### src/rtl/naf_pkg.sv
// Shared constants and types for the NAF encoder/decoder pair.
// Digit codes, widths, FSM encodings and error bit positions live here.
package naf_pkg;

  localparam int unsigned KW = 256;
  localparam int unsigned DW = 2 * KW;
  localparam int unsigned LW = 32;
  localparam int unsigned IW = $clog2(KW);
  localparam int unsigned AW = KW + 2;
  localparam int unsigned EW = 3;

  localparam logic [1:0] NAF_ZERO = 2'b00;
  localparam logic [1:0] NAF_POS  = 2'b01;
  localparam logic [1:0] NAF_NEG  = 2'b11;
  localparam logic [1:0] NAF_BAD  = 2'b10;

  localparam int unsigned ERR_BAD = 0;
  localparam int unsigned ERR_ADJ = 1;
  localparam int unsigned ERR_RNG = 2;

  typedef enum logic [2:0] {
    ST_IDLE = 3'b001,
    ST_PROC = 3'b010,
    ST_FIN  = 3'b100
  } naf_state_e;

endpackage

### src/rtl/naf_digit_sel.sv
// Picks digit idx out of the latched NAF vector and decodes it to a signed value.
// Illegal code 10 is flagged and decoded as zero.
module naf_digit_sel
  import naf_pkg::*;
(
  input  logic              [DW-1:0] i_h,
  input  logic              [IW-1:0] i_idx,
  output logic signed       [1:0]    o_digit_c,
  output logic                       o_bad_c
);

  logic [1:0] w_code;

  always_comb begin
    w_code    = i_h[{i_idx, 1'b0} +: 2];
    o_digit_c = 2'sd0;
    o_bad_c   = 1'b0;
    case (w_code)
      NAF_POS: o_digit_c = 2'sd1;
      NAF_NEG: o_digit_c = -2'sd1;
      NAF_BAD: o_bad_c   = 1'b1;
      default: o_digit_c = 2'sd0;
    endcase
  end

endmodule

### src/rtl/naf_decode.sv
// Rebuilds a KW-bit scalar from its NAF digit vector, one digit per clock, MSB first.
// k and err are updated only when leaving FIN and hold until the next accepted start.
module naf_decode
  import naf_pkg::*;
(
  input  logic          clk,
  input  logic          rst,
  input  logic          start,
  input  logic [DW-1:0] h,
  input  logic [LW-1:0] hlength,
  output logic [KW-1:0] k,
  output logic          busy,
  output logic          done,
  output logic [EW-1:0] err
);

  naf_state_e r_state;
  naf_state_e w_state_nx;

  logic        [DW-1:0] r_h;
  logic        [IW-1:0] r_idx;
  logic signed [AW-1:0] r_acc;
  logic                 r_prev_nz;
  logic        [EW-1:0] r_err_acc;
  logic        [KW-1:0] r_k;
  logic        [EW-1:0] r_err;
  logic                 r_busy;
  logic                 r_done;

  logic signed [1:0]    w_digit;
  logic                 w_bad;
  logic                 w_nz;
  logic                 w_len_zero;
  logic                 w_len_big;
  logic        [EW-1:0] w_err_init;
  logic        [EW-1:0] w_err_step;
  logic        [EW-1:0] w_err_fin;
  logic signed [AW-1:0] w_digit_ext;

  naf_digit_sel u_sel (
    .i_h       (r_h),
    .i_idx     (r_idx),
    .o_digit_c (w_digit),
    .o_bad_c   (w_bad)
  );

  always_comb begin
    w_len_zero  = (hlength == '0);
    w_len_big   = (hlength > LW'(KW));
    w_nz        = (w_digit != 2'sd0);
    w_digit_ext = $signed({{KW{w_digit[1]}}, w_digit});

    w_err_init          = '0;
    w_err_init[ERR_RNG] = w_len_big;

    w_err_step          = r_err_acc;
    w_err_step[ERR_BAD] = r_err_acc[ERR_BAD] | w_bad;
    w_err_step[ERR_ADJ] = r_err_acc[ERR_ADJ] | (w_nz & r_prev_nz);

    // Negative sets the sign bit; >= 2^KW sets bit KW or KW+1.
    w_err_fin          = r_err_acc;
    w_err_fin[ERR_RNG] = r_err_acc[ERR_RNG] | r_acc[AW-1] | r_acc[KW];
  end

  always_ff @(posedge clk or posedge rst) begin
    if (rst) r_state <= ST_IDLE;
    else     r_state <= w_state_nx;
  end

  always_comb begin
    w_state_nx = r_state;
    case (r_state)
      ST_IDLE: if (start) w_state_nx = (w_len_zero || w_len_big) ? ST_FIN : ST_PROC;
      ST_PROC: if (r_idx == '0) w_state_nx = ST_FIN;
      ST_FIN:  w_state_nx = ST_IDLE;
      default: w_state_nx = ST_IDLE;
    endcase
  end

  always_ff @(posedge clk or posedge rst) begin
    if (rst) begin
      r_h       <= '0;
      r_idx     <= '0;
      r_acc     <= '0;
      r_prev_nz <= 1'b0;
      r_err_acc <= '0;
      r_k       <= '0;
      r_err     <= '0;
      r_busy    <= 1'b0;
      r_done    <= 1'b0;
    end else begin
      r_busy <= (w_state_nx == ST_PROC);
      r_done <= (w_state_nx == ST_FIN);
      case (r_state)
        ST_IDLE: begin
          if (start) begin
            r_h       <= h;
            r_idx     <= IW'(hlength - LW'(1));
            r_acc     <= '0;
            r_prev_nz <= 1'b0;
            r_err_acc <= w_err_init;
          end
        end
        ST_PROC: begin
          r_acc     <= (r_acc <<< 1) + w_digit_ext;
          r_prev_nz <= w_nz;
          r_idx     <= r_idx - IW'(1);
          r_err_acc <= w_err_step;
        end
        ST_FIN: begin
          r_err <= w_err_fin;
          r_k   <= (w_err_fin != '0) ? '0 : r_acc[KW-1:0];
        end
        default: ;
      endcase
    end
  end

  assign k    = r_k;
  assign err  = r_err;
  assign busy = r_busy;
  assign done = r_done;

endmodule
### config.mk
export PLATFORM = sky130hd
export DESIGN_NAME = naf_decode
export DESIGN_NICKNAME = d
export VERILOG_FILES = /design/src/rtl/naf_pkg.sv /design/src/rtl/naf_digit_sel.sv /design/src/rtl/naf_decode.sv
export SDC_FILE = /design/constraint.sdc
export NUM_CORES = 2
export LEC_CHECK = 0
export BUFFER_PORTS_ARGS = -buffer_cell sky130_fd_sc_hd__buf_2
export CAP_MARGIN = 40
export CORE_UTILIZATION = 55
export CTS_CLUSTER_DIAMETER = 40
export DETAILED_ROUTE_END_ITERATION = 10
export GPL_TIMING_DRIVEN = 0
export PLACE_DENSITY_LB_ADDON = 0.12
export SLEW_MARGIN = 20
export SYNTH_ARGS = -nofsm -noshare
export SYNTH_HDL_FRONTEND = slang
export SYNTH_SLANG_ARGS = --single-unit
### constraint.sdc
create_clock -name clk -period 34.9 [get_ports clk]
set_input_delay 1.745 -clock clk [delete_from_list [all_inputs] [get_ports clk]]
set_output_delay 1.745 -clock clk [all_outputs]
set_load 0.1 [all_outputs]
==> run_results.csv <==
group,metric,value,unit
synth,yosys_warnings,0,
synth,yosys-top-cells-area,"dfrtp_1 (44%), nand2_1 (14%), mux4_2 (5.8%)",
synth,ys.flop_type,"dfrtp_1",
floorplan,dieArea,110000,um^2
clock_network,cts_buffers,140,
layout,fill_cells,8949,
sta,slew_headroom,35.5,%
clock_network,clock_sinks,1045,
global_route,grt-ovfl-total,0,
clock_network,postCtsHoldBufs,0,
critical_path,reg2reg_depth,32,
synth,avgSynthCellArea,8.77,um^2
pwr,p_comb_share,35.4,%
drt,wirelength,225000,um
drt,dr.pass1.iters,6,
drt,first_iter_violations,5494,
critical_path,path_class,"reg -> reg",
synth,synth_fp_nets,7627,
sta,setup_viol,0,
layout,drive_gt1_share,16.5,%
critical_path,cp.arrival,12.71,ns
clock_network,post_cts_resized,0,
floorplan,die_w,332,um
global_route,grt_pass1_vias,55600,
critical_path,path_max_fanout,79,
placement,hpwl,179000,um
pwr,pwr-share-seq,31.6,%
sta,max_freq,83.0,MHz
critical_path,r2r_slack,22.85,ns
critical_path,cp-endpoint,"r_acc[252]",
drt,met3_wirelength,17600,um
synth,ys_top_cells_by_count,"nand2_1 (2164), dfrtp_1 (1044), o21ai_0 (463), a21oi_1 (457), clkbuf_1 (373)",
synth,ys_seq_area_share,43.7,%
run_status,status,"finished, final reports clean",
drt,met2_length,103000,um
synth,synth_top_area_share,43.7,%
synth,synth_cells,6822,
floorplan,rows,120,
sta,hold_viol_final,0,
worst_hold_path,hold_path.class,"reg -> reg",
clock_network,postCtsSetupBuffers,0,
sta,rsz0062_at_grt,"false",
synth,synth.most_common_cell,"nand2_1",
critical_path,endpoint_kind,"flop",
sta,tns,0,ns
job,cap_violations,0,
drt,via_per_inst,6.06,
sta,final_max_slew_viol_count,0,
synth,synth_edf_count,0,
sta,finClkSkew,0.0305,ns
worst_hold_path,worstHoldPathCells,2,
drt,ant_nets,0,
floorplan,initial_utilization,55.7,%
pwr,p_sw,1710,uW
layout,nNetsFinal,8619,
global_route,antenna_found_initial,69,
floorplan,core,108000,um^2
clock_network,cts-root-buf,"clkbuf_16",
floorplan,die_height,332,um
drt,routedWlPerCell,23.9,um
synth,ys_async_sr_fraction,100,%
critical_path,cp_slowest_cell,"o31ai_1",
drt,top_layer_used,"met5",
synth,synth_seq_cells,1045,
synth,synth.largest_area_cell,"dfrtp_1",
global_route,track_usage,40.4,%
pwr,power,4490,uW
floorplan,io_pins,808,
global_route,grt_pass1_wl,338000,um
pwr,clockPowerShare,33.0,%
pwr,sw_frac_of_total,38.2,%
critical_path,critPathMaxStageDelay,0.87,ns
drt,vias,56900,
synth,synth.distinct_cells,80,
critical_path,startpoint,"r_idx[1]",
sta,fin_crit,12.05,ns
clock_network,clock_path_buffers,3,
placement,place_congestion,1.03,
pwr,p_int,2770,uW
sta,fin_crit_sh,34.5,%
critical_path,reg2reg_from,"r_idx[1]",
drt,drc,0,
placement,place.port_buffers,807,
pwr,irDropWorstVdd,0.0618,mV
pwr,power_leakage,0.0347,uW
layout,syn_to_final_growth,19.3,%
clock_network,h-tree-depth,4,
clock_network,cts_tree,"built",
clock_network,clk_latency,0.78,ns
pwr,power.density,62.9,nW/um^2
critical_path,r2r-end,"r_acc[252]",
synth,syn_area,59800,um^2
critical_path,critPathRequiredTime,35.56,ns
critical_path,start_kind,"flop",
global_route,grt_max_degree,121,
sta,worstMarginPinSlew,0.958,ns
sta,timing.hold.ws,0.468,ns
drt,wl_met1,87500,um
clock_network,path_clk_slew,0.06,ns
per-stage QoR:
stage	cells	setup slack (ns)	utilization [%]	area [um^2]
after detailed placement	9073	23.35	61.7	66300
after CTS	9333	23.27	66.2	71200
final	9400	22.85	66.4	71300
after global routing	9395	22.66	66.4	71300
after global placement	9032	-6.39	61.0	65600
after floorplan	6822	3.74	-	59800
area by class of cell:
| cell class | instances | area, um^2 | area share (%) |
|---|---|---|---|
| sequential | 1045 | 26200 | 36.7 |
| buffer | 402 | 1530 | 2.14 |
| multi-input combinational | 5297 | 31900 | 44.7 |
| tap | 1403 | 1760 | 2.46 |
| inverter | 78 | 308 | 0.431 |
| antenna | 65 | 163 | 0.228 |
| timing repair buffer | 850 | 4710 | 6.60 |
| clock buffer | 173 | 3850 | 5.40 |
| clock inverter | 87 | 1010 | 1.42 |
worst max-delay path: cells and delay by family (launching register included):
family | cells | cell delay (ns)
fa+ha+maj | 1 | 0.40
buf+inv | 9 | 3.33
flops | 1 | 0.32
compound gates | 14 | 4.81
mux | 2 | 0.62
simple gates | 6 | 2.26
routing by layer:
metal  vias to the layer above  GRT usage [%]
li1                      26100              -
met1                     27400           51.3
met2                      2662           63.7
met3                       678           7.62
met4                        16           26.3
met5                         -              0
cell usage in the layout, fill, tap and decap left out, drive strengths merged, types with 14 or more instances in the layout:
cell,n
nor2b,21
nor4,28
nand2b,18
a31oi,30
or3,17
nor3,78
a221oi,14
dfrtp,1044
and3,17
a211oi,26
buf,879
nand2,2164
o21bai,63
o211ai,25
ha,257
diode,65
nand3,51
clkinvlp,17
or2,14
o21ai,525
xnor2,143
nor2,317
o21a,38
nand4,146
inv,103
xor2,105
a21boi,29
o31ai,24
mux2i,23
mux4,154
a21oi,459
a22o,271
clkbuf,546
a21o,112
clkinv,35
registers in the layout, indices dropped and copies added (netlist names):
| register | cells |
|---|---|
| busy | 1 |
| done | 1 |
| err | 3 |
| k | 256 |
| r_acc | 258 |
| r_err_acc | 3 |
| r_h | 512 |
| r_idx | 8 |
| r_state | 3 |
kinds of logic after synthesis:
group | after synthesis | share of synthesized area [%]
flip-flops | 1045 | 43.7
multiplexers | 181 | 6.26
AO/OA/AOI/OAI | 1714 | 18.2
XOR/XNOR | 248 | 3.63
buffers and inverters | 480 | 3.03
AND/OR/NAND/NOR | 2896 | 19.7
adder cells (fa/ha/maj) | 258 | 5.41
worst min path at each step:
stage,to,startpoint
floorplan,r_h[100],r_h[100]
global placement,r_h[505],r_h[505]
detailed placement,r_h[23],r_h[23]
CTS,r_h[78],r_h[78]
global route,r_h[180],r_h[180]
finish,r_h[140],r_h[140]
power groups by stage:
stage	clock network (uW)	registers (uW)	logic, uW
after floorplan	0	1430	1120
after global placement	0	1430	1510
after detailed placement	0	1430	1550
after CTS	1490	1410	1560
after global routing	1540	1430	1740
final	1480	1420	1590
Note: power is estimated with default switching activity, not from simulation.
